### src/rtl/mw_skid_reg.sv
`default_nettype none
// ============================================================================
//  Module   : mw_skid_reg
//  Purpose  : Memory -> write-back pipeline boundary. Two-entry skid buffer
//             (head H, skid S) behind a valid/ready handshake. Selects the
//             write-back value and register-file write enable at capture
//             time and exports the head entry to the forwarding unit.
//  Options  : MW_LOAD_EXT_EN - when defined, loads are aligned with the
//             address low bits and sign/zero extended here per func3.
//             When undefined, m_valM_i is taken as already extended.
//  Revision : 1.0 - initial release
// ============================================================================
module mw_skid_reg #(
   parameter int CPU_WIDTH = 64,
   parameter int RD_W      = 5
) (
   input  logic                 clk_i,
   input  logic                 rst_n_i,
   input  logic                 flush_i,
   input  logic                 m_valid_i,
   output logic                 m_ready_o,
   input  logic [6:0]           M_opcode_i,
   input  logic [2:0]           M_func3_i,
   input  logic [RD_W-1:0]      M_rd_i,
   input  logic [CPU_WIDTH-1:0] M_valE_i,
   input  logic [CPU_WIDTH-1:0] m_valM_i,
   output logic                 w_valid_o,
   input  logic                 w_ready_i,
   output logic [RD_W-1:0]      W_rd_o,
   output logic [CPU_WIDTH-1:0] W_wdata_o,
   output logic                 W_wen_o,
   output logic                 fwd_valid_o
);

   localparam logic [6:0] OP_IIL = 7'b0000011;

   // Occupancy: the valid bits of H and S are implied by the state.
   typedef enum logic [1:0] {
      ST_EMPTY = 2'd0,
      ST_ONE   = 2'd1,
      ST_FULL  = 2'd2
   } state_t;

   state_t                state_q, state_d;
   logic                  ready_q, ready_d;
   logic [RD_W-1:0]       h_rd_q, h_rd_d, s_rd_q, s_rd_d;
   logic [CPU_WIDTH-1:0]  h_wdata_q, h_wdata_d, s_wdata_q, s_wdata_d;
   logic                  h_wen_q, h_wen_d, s_wen_q, s_wen_d;

   logic                  in_wen;
   logic [CPU_WIDTH-1:0]  in_wdata;
   logic                  accept;
   logic                  release_h;

   assign accept    = m_valid_i & ready_q;
   assign release_h = (state_q != ST_EMPTY) & w_ready_i;

`ifdef MW_LOAD_EXT_EN
   logic [CPU_WIDTH-1:0] aligned;
   assign aligned = m_valM_i >> {M_valE_i[2:0], 3'b000};
`else
   // Address low bits and func3 have no role when loads arrive pre-extended.
   logic unused_func3;
   assign unused_func3 = ^M_func3_i;
`endif

   // Decode the incoming instruction into its write-back value and enable.
   always_comb begin
      in_wen   = 1'b0;
      in_wdata = M_valE_i;
      case (M_opcode_i)
         7'b0110011, 7'b0010011, 7'b0000011, 7'b0110111, 7'b0010111,
         7'b1101111, 7'b1100111, 7'b0111011, 7'b0011011: in_wen = 1'b1;
         default:                                        in_wen = 1'b0;
      endcase
      if (M_opcode_i == OP_IIL) begin
`ifdef MW_LOAD_EXT_EN
         case (M_func3_i)
            3'b000:  in_wdata = {{(CPU_WIDTH-8){aligned[7]}},   aligned[7:0]};
            3'b001:  in_wdata = {{(CPU_WIDTH-16){aligned[15]}}, aligned[15:0]};
            3'b010:  in_wdata = {{(CPU_WIDTH-32){aligned[31]}}, aligned[31:0]};
            3'b011:  in_wdata = aligned;
            3'b100:  in_wdata = {{(CPU_WIDTH-8){1'b0}},  aligned[7:0]};
            3'b101:  in_wdata = {{(CPU_WIDTH-16){1'b0}}, aligned[15:0]};
            3'b110:  in_wdata = {{(CPU_WIDTH-32){1'b0}}, aligned[31:0]};
            default: begin
               // Reserved load width: produce nothing and never write.
               in_wdata = '0;
               in_wen   = 1'b0;
            end
         endcase
`else
         in_wdata = m_valM_i;
`endif
      end
      if (M_rd_i == '0) in_wen = 1'b0;
   end

   // Next occupancy and entry contents; flush overrides any accept.
   always_comb begin
      state_d   = state_q;
      h_rd_d    = h_rd_q;
      h_wdata_d = h_wdata_q;
      h_wen_d   = h_wen_q;
      s_rd_d    = s_rd_q;
      s_wdata_d = s_wdata_q;
      s_wen_d   = s_wen_q;
      case (state_q)
         ST_EMPTY: begin
            if (accept) begin
               state_d   = ST_ONE;
               h_rd_d    = M_rd_i;
               h_wdata_d = in_wdata;
               h_wen_d   = in_wen;
            end
         end
         ST_ONE: begin
            if (accept && release_h) begin
               h_rd_d    = M_rd_i;
               h_wdata_d = in_wdata;
               h_wen_d   = in_wen;
            end else if (accept) begin
               state_d   = ST_FULL;
               s_rd_d    = M_rd_i;
               s_wdata_d = in_wdata;
               s_wen_d   = in_wen;
            end else if (release_h) begin
               state_d   = ST_EMPTY;
            end
         end
         ST_FULL: begin
            if (release_h) begin
               state_d   = ST_ONE;
               h_rd_d    = s_rd_q;
               h_wdata_d = s_wdata_q;
               h_wen_d   = s_wen_q;
               s_rd_d    = '0;
               s_wdata_d = '0;
               s_wen_d   = 1'b0;
            end
         end
         default: state_d = ST_EMPTY;
      endcase
      if (flush_i) state_d = ST_EMPTY;
      // Registered ready: low only while the skid entry is occupied.
      ready_d = (state_d != ST_FULL);
   end

   // State and entry registers with asynchronous clear.
   always_ff @(posedge clk_i or negedge rst_n_i) begin
      if (!rst_n_i) begin
         state_q   <= ST_EMPTY;
         ready_q   <= 1'b1;
         h_rd_q    <= '0;
         h_wdata_q <= '0;
         h_wen_q   <= 1'b0;
         s_rd_q    <= '0;
         s_wdata_q <= '0;
         s_wen_q   <= 1'b0;
      end else begin
         state_q   <= state_d;
         ready_q   <= ready_d;
         h_rd_q    <= h_rd_d;
         h_wdata_q <= h_wdata_d;
         h_wen_q   <= h_wen_d;
         s_rd_q    <= s_rd_d;
         s_wdata_q <= s_wdata_d;
         s_wen_q   <= s_wen_d;
      end
   end

   assign m_ready_o   = ready_q;
   assign w_valid_o   = (state_q != ST_EMPTY);
   assign W_rd_o      = h_rd_q;
   assign W_wdata_o   = h_wdata_q;
   assign W_wen_o     = w_valid_o & h_wen_q;
   assign fwd_valid_o = W_wen_o;

endmodule
`default_nettype wire
### config.mk
export PLATFORM = sky130hd
export DESIGN_NAME = mw_skid_reg
export DESIGN_NICKNAME = d
export VERILOG_FILES = /design/src/rtl/mw_skid_reg.sv
export SDC_FILE = /design/constraint.sdc
export NUM_CORES = 1
export LEC_CHECK = 0
export CORE_AREA = 4 4 81 158
export CTS_CLUSTER_DIAMETER = 100
export DETAILED_ROUTE_END_ITERATION = 10
export DIE_AREA = 0 0 85 162
export DONT_BUFFER_PORTS = 1
export GPL_TIMING_DRIVEN = 1
export PLACE_DENSITY_LB_ADDON = 0.3
export SETUP_SLACK_MARGIN = 0.1
export SLEW_MARGIN = 20
export SYNTH_ARGS = -nofsm -noshare
export SYNTH_HDL_FRONTEND = slang
export SYNTH_SLANG_ARGS = --single-unit
export TNS_END_PERCENT = 50
### constraint.sdc
create_clock -name clk_i -period 2.05 [get_ports clk_i]
set_input_delay 0.615 -clock clk_i [delete_from_list [all_inputs] [get_ports clk_i]]
set_output_delay 0.615 -clock clk_i [all_outputs]
set_load 0.1 [all_outputs]
* Yosys cells after proc, flatten, opt, wreduce, memory -nomap -nowiden *
Cells that the tools add are included.
Widths: inputs -> output; s select.

storage, ports and cells
  output and inout port bits = 73
  bits in registers = 143
  input bits = 148
  word-level logic and storage cells = 68

cells by class
  equal/unequal tests = 17
  multiplexer cells = 31
  bitwise gates (word level) = 3
  reductions and logical operators = 9

operators with widths
  cell                count
  $mux 64             6
  $pmux 64 s3         1
  $pmux 64 s2         1
  $mux 5              5
  $eq 7x5->1 const B  3
  $eq 7x6->1 const B  3
  $pmux 5 s3          1
  $eq 7x7->1 const B  2
  $mux 2              6
  $ne 2x2->1 const B  6
  $pmux 5 s2          1
  $reduce_or 9->1     1
  $reduce_and 4->1    2
  $eq 7x2->1 const B  1
  $mux 1              7
  $pmux 2 s3          1
  $logic_not 5->1     1
  $reduce_bool 2->1   2
  $and 1x1->1         3
  $pmux 1 s3          1
  $reduce_bool 3->1   1
  $eq 2x1->1 const B  1
  $eq 2x2->1 const B  1
  $logic_not 2->1     1
  other kinds (2)     2

* Logic depth before layout (Yosys ltp) *
Gate-level depths: netlist (run 1).

  depth after elaboration = 8
  gate-level depth with buffers = 7

* Worst setup path after synthesis (run 1) *
No wires, ideal clock.

  path type = flip-flop to output port
  start point = reg state_q[0]
  end point = out fwd_valid_o
  path buffers = 1
  required time = 1.435 ns
  setup slack = -0.707 ns
  stages on the path, launching flop included = 4
  arrival time = 2.142 ns
  path through = dfrtp_1 or2_2 and2_1 buf_4

between the ends
  longest elaborated chain between the ends = 2

RTL lines
  item                    RTL line  source
  start, declared         44        state_t state_q, state_d;
  start signal, assigned  161       state_q <= state_d;
  $reduce_bool 2->1       173       assign w_valid_o = (state_q != ST_EMPTY);
  net w_valid_o           27        output logic w_valid_o,
  $and 1x1->1             176       assign W_wen_o = w_valid_o & h_wen_q;
  end, declared           32        output logic fwd_valid_o

The timed path passes the listed nets, and every way through them passes these cells.

* Worst setup path in the final report (run 1) *
  start point = reg state_q[0]
  end point = out fwd_valid_o

between the ends
  longest elaborated chain between the ends = 2

RTL lines
  item               RTL line
  $reduce_bool 2->1  173
  $and 1x1->1        176

Every way passes these cells.

==> summary.txt, run 1 <==
Max-slew violations -> 0
Crit path largest cell delay -> 0.39 ns
Largest fanout on the critical path -> 2
Most frequent cells in the layout -> mux2i_1 (193), dfrtp_1 (142), buf_4 (74)
WL met2 -> 8.13 mm
Synth-to-Final Area Change -> 18.9%
Diodes inserted -> 0
CP Buf/Inv Count -> 1
Critical path required time -> 1.43 ns
Clk sinks -> 143
Pwr Density -> 1230 nW/um2
CTS tree -> yes
Rel. slew slack -> 62.7%
First-pass GRT wire length -> 23.6 mm
Worst-case clock buffer depth -> 2
Remaining DRCs -> 0
Final Hold Vio Count -> 142
Startpoint Class -> flip-flop
Slew @ Worst Pin -> 0.545 ns
Ports -> 221
Syn Nets -> 726
Period minus WS final -> 1.99 ns
Routed wl met3 -> 1.05 mm
Top post-synthesis cells by area -> dfrtp_1 (53%), mux2i_1 (29%), nand3_1 (5.0%)
Largest net degree at the start of global routing -> 144
Non-Filler Instances -> 791
Largest family of logic cells by synthesized area -> multiplexers
Post-Synth Adder-Cell Area -> 0%
Fin Hold WS -> -0.102 ns
Inserted Clock Buffers -> 17
Post-synth top area share -> 52.5%
Initial drt markers -> 201
Gr ovfl total -> 0
VDD IR max -> 881 uV
Top layer reached by signal wires -> met4
Critical path class -> flip-flop to output pin
Flops & latches, synth -> 143
Synth Area in Simple Gates -> 8.23%
Die Wd -> 85 um
Synth Warn # -> 0
Ratio of cells with drive above 1 in the final layout -> 18.9%
Cell area after synthesis -> 6760 um2
Total track usage -> 21.5%
Wire per inst -> 18.6 um
H-tree depth -> 4
Kind of end point of the critical path -> output pin
Worst setup margin -> 0.0583 ns
Placed insts -> 757
Die ar. -> 13800 um2
Clock Latency Late Sink -> 0.41 ns
Vias in the first global route -> 4867
Detail Placement HPWL -> 10.4 mm
Post-cts sizing count -> 0
Reg clk slew, reported paths -> 0.06 ns
Synth Area in Compound Gates -> 6.36%
Period utilization -> 97.2%
Yosys top cell by area -> dfrtp_1
Core box area -> 11700 um2
WP data arrival -> 1.38 ns
Synth Area in XOR/XNOR -> 0%
Initial antenna violation count -> 0
Status -> finished with violations
Die span in y -> 162 um
Final nets -> 781
Commonest non-fill, non-tap cell in the layout -> mux2i_1
Setup WS pre-CTS -> -0.188 ns
Leak -> 4.61 nW
Crit-path cells -> or2_4, and2_4, buf_12
Initial Utilization -> 57.8%
Post-synthesis mux area share -> 28.7%
Synth unique cells -> 36
1st-pass router iterations -> 4
Final setup vio count -> 0
Failing checks -> negative hold slack
Setup repair after global routing missed its margin -> yes
Achievable frequency -> 502 MHz
Register area share after synthesis -> 52.9%
Std cell rows -> 56
Hold crit path type -> input port to asynchronous set/reset pin
Gpl congestion -> 0.848
Worst path slowest cell -> dfrtp_1
Mean post-synth cell area -> 11.7 um2
Routed wire length -> 14.7 mm
Cell family with most CP delay -> flip-flops
Clock Skews -> 0.0111 ns
Port bufs -> 0
Vias -> 4606
Remaining antenna violation count -> 0
Metal1 wirelength -> 5.24 mm
Clock tree root driver cell -> clkbuf_16
Synth Instances -> 578
Via/cell ratio -> 5.82
Max_cap viols -> 0
registers in the layout (all words and copies together) (netlist names):
register   cells
m_ready_o      1
h_wen_q        1
W_wdata_o     64
state_q        2
s_rd_q         5
s_wen_q        1
s_wdata_q     64
W_rd_o         5
per-stage QoR:
| step | cell area (um2) | utilization (%) | power, mW | setup TNS (ns) |
|---|---|---|---|---|
| after floorplan | 6780 | - | 6.31 | -1.37 |
| after global placement | 7450 | 63.7 | 6.91 | -7.65 |
| after detailed placement | 7450 | 63.7 | 7.04 | -12.48 |
| after CTS | 8040 | 68.7 | 9.99 | 0 |
| after global routing | 8040 | 68.7 | 10.3 | 0 |
| final | 8040 | 68.7 | 9.91 | 0 |
area by class of cell:
type                       count  area (um2)
fill                         820        3660
tap                          145         181
sequential                   143        3580
inverter                       2        7.51
multi-input combinational    386        2960
clock inverter                13         126
clock buffer                  19         443
timing repair buffer          83         736
worst reg2reg max path: cells and delay by family (launching register included):
family,cells,cell delay (ns)
buffers and inverters,2,0.43
AND/OR/NAND/NOR,2,0.51
multiplexers,2,0.37
flip-flops,1,0.39
final timing paths:
path,slack [ns],endpoint,depth (start not counted),start
worst max-delay path,0.06,fwd_valid_o,3,state_q[0]
worst min-delay path,-0.10,W_wdata_o[47],0,rst_n_i
worst max register to register,0.22,W_wdata_o[32],6,state_q[0]
worst min register to register,0.50,s_wdata_q[45],2,s_wdata_q[45]
max in group asynchronous,1.89,W_wdata_o[5],0,rst_n_i
min in group clk_i,0.27,state_q[0],1,flush_i
what timing repair did:
| action | 4_1_cts | 5_1_grt |
|---|---|---|
| endpoints found under the setup margin | 4 | 3 |
| gates cloned | 0 | 0 |
| buffers inserted | 2 | 0 |
| pin swaps | 0 | 0 |
| hold endpoints to repair | 142 | 142 |
routing by layer:
metal | global-route usage, % | vias up
met5 | 0 | -
met4 | 8.21 | 0
met3 | 5.74 | 21
met2 | 39.2 | 157
met1 | 23.3 | 2226
li1 | - | 2202
power by group:
part / switching [mW] / total [mW] / internal (mW)
clock network: 1.22 / 2.94 / 1.72
registers: 0.287 / 3.72 / 3.43
logic: 2.47 / 3.25 / 0.786
kinds of logic after synthesis:
family	count (synthesis)
buffers and inverters	49
AO/OA/AOI/OAI	80
flip-flops	143
AND/OR/NAND/NOR	112
multiplexers	194
Yosys cell counts, drive strengths merged:
cell type,instances
o22ai,5
nor2b,2
dfrtp,142
nor2,10
o21a,1
and4b,1
a2111oi,1
mux2i,193
nor3,7
or3,2
o21ai,65
a31oi,1
or4,1
or2,1
o21bai,1
o22a,1
mux2,1
nand2b,1
and3b,1
a211oi,2
clkbuf,21
nand3b,1
and2,2
a21oi,2
nand2,14
dfstp,1
nor3b,1
nand3,68
o32a,1
inv,2
buf,26
(Power assumes the default switching activity.)
==> run 2, diff against run 1 <==
- ABC_AREA: unset -> 1
- CORE_AREA: 4 4 81 158 -> 4 4 82 161
- DIE_AREA: 0 0 85 162 -> 0 0 86 165
==> summary.txt, run 2 <==
Crit path largest cell delay -> 0.44 ns (+0.05 ns)
Gpl congestion -> 0.810 (-4.5%)
Vias -> 6287 (+36%)
Period minus WS final -> 1.93 ns (-0.0656 ns)
Remaining DRCs -> 0 (unchanged)
Synth unique cells -> 20 (-44%)
Ys async rst share -> 100% (unchanged)
H-tree depth -> 4 (unchanged)
Kind of end point of the critical path -> output pin
Pwr Density -> 1240 nW/um2 (+0.58%)
Cell area after synthesis -> 7100 um2 (+4.9%)
Synth Warn # -> 0 (unchanged)
1st-pass router iterations -> 5 (+1)
Final nets -> 1118 (+43%)
Flops & latches, synth -> 143 (unchanged)
Period utilization -> 94.0% (-3.2 points)
M2 GR Usage -> 42.6% (+3.4 points)
Grt peak-use layer -> met2
Number of fill cells in the layout -> 1018 (+24%)
Clock Skews -> 0.0115 ns (+0.000425 ns)
Slew @ Worst Pin -> 0.522 ns (-0.0226 ns)
Synth-to-Final Area Change -> 17.4%
Setup repair after global routing missed its margin -> yes
Detail Placement HPWL -> 12.0 mm (+16%)
Largest net degree at the start of global routing -> 144 (unchanged)
Core box area -> 12100 um2 (+3.0%)
Max-slew violations -> 0 (unchanged)
Critical path required time -> 1.43 ns (about the same)
Setup Buffers After CTS -> 0 (-2)
Post-synth top cells -> nand2_1 (158), dfrtp_1 (142), inv_1 (136), nand3_1 (135), a21oi_1 (131)
Clk sinks -> 143 (unchanged)
Gr ovfl total -> 0 (unchanged)
Die span in y -> 165 um (+1.9%)
Top post-synthesis cells by area -> dfrtp_1 (50%), nand3_1 (9.5%), a21oi_1 (9.2%)
Diodes inserted -> 0 (unchanged)
Commonest non-fill, non-tap cell in the layout -> nand2_1
Worst path slowest cell -> dfrtp_1
Top FF cell, synth -> dfrtp_1
Mean post-synth cell area -> 7.65 um2 (-35%)
Final core utilization -> 69.1% (+0.41 points)
Clock tree root driver cell -> clkbuf_16
Initial drt markers -> 439 (+120%)
Status -> finished with violations
Initial antenna violation count -> 0 (unchanged)
Area of the multi-input gates -> 2660 um2 (-10%)
Ratio of cells with drive above 1 in the final layout -> 13.6% (-5.2 points)
Achievable frequency -> 519 MHz (+3.4%)
Fin Hold WS -> -0.110 ns (-0.00818 ns)
Ports -> 221 (unchanged)
Rel. slew slack -> 65.2% (+2.4 points)
Die ar. -> 14200 um2 (+3.1%)
Syn Nets -> 1075 (+48%)
WP data arrival -> 1.31 ns (-0.07 ns)
Die Wd -> 86 um (+1.2%)
Remaining antenna violation count -> 0 (unchanged)
Largest fanout on the critical path -> 5 (+3)
Reg clk slew, reported paths -> 0.06 ns (about the same)
First-pass GRT wire length -> 28.1 mm (+19%)
Final setup vio count -> 0 (unchanged)
Critical path class -> flip-flop to output pin
Failing checks -> negative hold slack
Yosys top cell by area -> dfrtp_1
Vias in the first global route -> 5928 (+22%)
Crit-path cells -> o21a_2, buf_12
Most frequent cells in the layout -> nand2_1 (155), dfrtp_1 (142), inv_1 (136)
Std cell rows -> 57 (+1.8%)
Synth Instances -> 927 (+60%)
Port bufs -> 0 (unchanged)
Startpoint Class -> flip-flop
Hold crit path type -> input port to asynchronous set/reset pin
Post-synth top area share -> 50.1% (-2.5 points)
Initial Utilization -> 58.9% (+1.1 points)
Final Hold Vio Count -> 142 (unchanged)
Most frequent cell after synthesis -> nand2_1
Max_cap viols -> 0 (unchanged)
Total track usage -> 25.2% (+3.7 points)
Grt met3 use -> 5.59% (-0.14 points)
Wire per inst -> 16.0 um (-14%)
VDD IR max -> 732 uV (-17%)
Inserted Clock Buffers -> 17 (unchanged)
Worst-case clock buffer depth -> 2 (unchanged)
Leak -> 4.41 nW (-4.3%)
FF+latch area -> 3580 um2 (-0.10%)
EDFF count, synth -> 0 (unchanged)
GRT met1 Usage -> 29.4% (+6.1 points)
Setup total negative slack -> 0 ns (unchanged)
Routed wire length -> 18.0 mm (+23%)
Via/cell ratio -> 5.57 (-4.4%)
Register area share after synthesis -> 50.4% (-2.5 points)
Clock Latency Late Sink -> 0.42 ns (about the same)
CTS tree -> yes
## run 2: cell count changes after synthesis, moves of 20 or more
cell     change
nand3_1     +67
buf_4       +20
a21oi_1    +129
inv_1      +134
mux2i_1    -193
nand2_1    +144
nor2_1      +61
## run 2: where the power goes
part,internal (mW),switching [mW]
clock,2.16,1.19
combinational,0.720,2.52
sequential,3.45,0.292
## run 2: path summary, 6_finish.rpt
| kind | startpoint | to | depth (start not counted) | slack, ns |
|---|---|---|---|---|
| worst max register to register | m_ready_o | W_rd_o[3] | 7 | 0.42 |
| worst min register to register | s_wdata_q[30] | s_wdata_q[30] | 2 | 0.48 |
| min in group clk_i | flush_i | state_q[0] | 1 | 0.26 |
| worst min-delay path | rst_n_i | W_wdata_o[57] | 0 | -0.11 |
| max in group asynchronous | rst_n_i | m_ready_o | 0 | 1.87 |
| worst max-delay path | state_q[1] | W_wen_o | 2 | 0.12 |
## run 2: per-stage QoR
stage / std cells / hold WS (ns) / setup WS (ns) / power [mW] / cell area, um2
4_1_cts: 1129 / -0.123 / 0.105 / 10.4 / 8330
5_1_grt: 1129 / -0.126 / 0.0741 / 10.8 / 8330
3_5_place_dp: 1098 / 0.322 / 0.171 / 7.02 / 7690
3_3_place_gp: 1098 / 0.322 / 0.266 / 6.94 / 7690
2_1_floorplan: 927 / 0.319 / 0.148 / 6.32 / 7100
6_report: 1129 / -0.110 / 0.124 / 10.3 / 8330
## run 2: area by class of cell
class | count | share of cell area (%)
Sequential cell | 143 | 43.0
Multi-Input combinational cell | 578 | 31.9
Timing Repair Buffer | 90 | 8.91
Inverter | 140 | 6.31
Clock buffer | 17 | 5.11
Clock inverter | 14 | 2.58
Tap cell | 147 | 2.21
## run 2: worst max-delay path: cells and delay by family, from the launching register on
| family | cells | cell delay, ns |
|---|---|---|
| DFF | 1 | 0.44 |
| buffers and inverters | 1 | 0.20 |
| AOI/OAI and AO/OA | 1 | 0.26 |
## run 2: kinds of logic (layout without fill, tap and decap cells)
kind of cell | count (synthesis) | after routing | share of synthesized area (%)
AND/OR/NAND/NOR | 367 | 367 | 21.9
flip-flops | 143 | 143 | 50.4
buffers and inverters | 206 | 261 | 12.5
AO/OA/AOI/OAI | 211 | 211 | 15.2
## run 2: what timing repair did
action                                  4_1_cts  5_1_grt
hold endpoints to repair                    142      142
endpoints found under the setup margin        0        3
gates resized for setup                       0        1
## run 2: metal layers
layer  routed length, um  share of wire (%)
met5                   0                  0
met4                 652                3.6
met3                 995                5.5
met2                9580                 53
met1                6810                 38
==> run 3, diff against run 2 <==
==> constraint.sdc (replaced) <==
create_clock -name clk_i -period 2.05 [get_ports clk_i]
set_input_delay 0.1025 -clock clk_i [delete_from_list [all_inputs] [get_ports clk_i]]
set_output_delay 0.1025 -clock clk_i [all_outputs]
set_load 0.1 [all_outputs]
==> summary.txt, run 3 (synthesized netlist as in run 2, its figures left out) <==
Slew @ Worst Pin -> 0.540 ns (+0.0176 ns)
Clock power frac -> 29.4% (-3.0 points)
Setup repair after global routing missed its margin -> no
Clock Latency Late Sink -> 0.41 ns (about the same)
FF+latch area -> 3580 um2 (unchanged)
Hold crit path type -> input port to asynchronous set/reset pin
Die span in y -> 165 um (unchanged)
First-pass GRT wire length -> 33.1 mm (+18%)
Crit-path cells -> nand2_1, o21ai_1, nand2_2, buf_6, a21oi_1, dlygate4sd3_1
Routed wire length -> 21.0 mm (+16%)
Period utilization -> 91.5% (-2.5 points)
Max_cap viols -> 0 (unchanged)
Ratio of cells with drive above 1 in the final layout -> 12.0% (-1.6 points)
Gr ovfl total -> 0 (unchanged)
Vias -> 6972 (+11%)
Non-Filler Instances -> 1229 (+8.9%)
Port bufs -> 0 (unchanged)
Die Wd -> 86 um (unchanged)
Setup total negative slack -> 0 ns (unchanged)
Initial antenna violation count -> 0 (unchanged)
Area of the multi-input gates -> 2660 um2 (unchanged)
Ports -> 221 (unchanged)
Core box area -> 12100 um2 (unchanged)
Largest net degree at the start of global routing -> 144 (unchanged)
Critical path class -> flip-flop to flip-flop
Max-slew violations -> 0 (unchanged)
Comb power frac -> 33.6% (+2.2 points)
Wire per inst -> 17.1 um (+6.8%)
Die ar. -> 14200 um2 (unchanged)
Synth-to-Final Area Change -> 30.5%
CP Buf/Inv Count -> 2 (+1)
Fin Hold WS -> -0.610 ns (-0.500 ns)
Sequential power share -> 37.0% (+0.8 points)
Achievable frequency -> 533 MHz (+2.7%)
Hold-fix buffers, CTS -> 102
Clock tree root driver cell -> clkbuf_16
Failing checks -> negative hold slack
Leak -> 4.80 nW (+8.8%)
Placed insts -> 1096 (-0.18%)
Clock Skews -> 0.00561 ns (-0.00588 ns)
CTS tree -> yes
Final nets -> 1218 (+8.9%)
Largest fanout on the critical path -> 28 (+23)
Total track usage -> 29.7% (+4.5 points)
Initial drt markers -> 437 (-0.46%)
Switching fraction of total power -> 39.6% (+0.85 points)
Vias in the first global route -> 7067 (+19%)
Number of fill cells in the layout -> 829 (-19%)
Most frequent cells in the layout -> nand2_1 (155), dfrtp_1 (142), inv_1 (136)
Worst path slowest cell -> dlygate4sd3_1
Worst-case clock buffer depth -> 2 (unchanged)
Startpoint Class -> flip-flop
Rel. slew slack -> 64.0% (-1.2 points)
Clk sinks -> 143 (unchanged)
Final setup vio count -> 0 (unchanged)
Final Hold Vio Count -> 143 (+0.70%)
Reg clk slew, reported paths -> 0.06 ns (about the same)
VDD IR max -> 828 uV (+13%)
Setup Buffers After CTS -> 0 (unchanged)
H-tree depth -> 4 (unchanged)
Worst setup margin -> 0.175 ns (+0.0513 ns)
Remaining DRCs -> 0 (unchanged)
1st-pass router iterations -> 5 (unchanged)
Diodes inserted -> 0 (unchanged)
WP data arrival -> 2.22 ns (+0.91 ns)
Setup WS pre-CTS -> 0.420 ns (+0.248 ns)
Detail Placement HPWL -> 11.7 mm (-2.2%)
Initial Utilization -> 58.9% (unchanged)
Commonest non-fill, non-tap cell in the layout -> nand2_1
Crit path largest cell delay -> 0.56 ns (+0.12 ns)
Switch Pwr -> 4.03 mW (+0.57%)
Via/cell ratio -> 5.67 (+1.9%)
Pwr Density -> 1100 nW/um2 (-11%)
Kind of end point of the critical path -> flip-flop
Remaining antenna violation count -> 0 (unchanged)
Std cell rows -> 57 (unchanged)
Critical path required time -> 2.40 ns (+0.97 ns)
Gpl congestion -> 0.815 (+0.63%)
Cell internal pwr -> 6.14 mW (-3.0%)
Cell family with most CP delay -> buffers and inverters
Status -> finished with violations
Period minus WS final -> 1.87 ns (-0.0513 ns)
Inserted Clock Buffers -> 17 (unchanged)
==> run 3: cell types whose count changed in the layout (fill, tap and decap cells not counted), sizes merged <==
cell         change
inv              -1
dlygate4sd3    +102
bufinv           -3
clkbuf           +4
buf              -2
==> run 3: metal layers <==
layer	vias to the layer above	GRT usage, %	part of all wire [%]
met5	-	0	0
met4	0	23.8	6.9
li1	3237	-	-
met1	3268	32.6	35
met2	360	48.2	51
met3	107	6.99	6.7
==> run 3: what timing repair did <==
| action | 4_1_cts | 5_1_grt |
|---|---|---|
| endpoints found under the setup margin | 0 | 1 |
| gates resized for setup | 0 | 1 |
| hold endpoints to repair | 274 | 143 |
==> run 3: metrics by stage <==
| step | instance area, um2 | util (%) | power, mW |
|---|---|---|---|
| after detailed placement | 7660 | 63.5 | 7.01 |
| after global routing | 9260 | 76.8 | 10.6 |
| final | 9260 | 76.8 | 10.2 |
| after global placement | 7660 | 63.5 | 6.93 |
| after CTS | 9250 | 76.8 | 10.2 |
| after floorplan | 7100 | - | 6.32 |
==> run 3: power by group through the flow <==
stage | sequential [mW] | clock [mW] | combinational, mW
after floorplan | 5.43 | 0 | 0.895
after global placement | 3.75 | 0 | 3.18
after detailed placement | 3.78 | 0 | 3.22
after CTS | 3.74 | 3.05 | 3.40
after global routing | 3.81 | 3.15 | 3.62
final | 3.76 | 2.99 | 3.42
==> run 3: layout make-up <==
| class | instances | area share [%] |
|---|---|---|
| inverter | 140 | 5.68 |
| clock inverter | 10 | 1.22 |
| timing repair buffer | 190 | 18.7 |
| multi-input combinational | 578 | 28.7 |
| sequential | 143 | 38.7 |
| clock buffer | 21 | 4.97 |
| tap | 147 | 1.99 |
==> run 3: worst paths after layout <==
check | start | endpoint | slack, ns | cells after the start
min | rst_n_i | W_wdata_o[55] | -0.61 | 0
max | m_ready_o | state_q[0] | 0.18 | 6
min reg2reg | W_rd_o[3] | W_rd_o[3] | 0.49 | 1
max reg2reg | m_ready_o | state_q[0] | 0.18 | 6
max in group asynchronous | rst_n_i | m_ready_o | 2.33 | 0
min in group clk_i | m_valM_i[47] | W_wdata_o[47] | 0.01 | 4
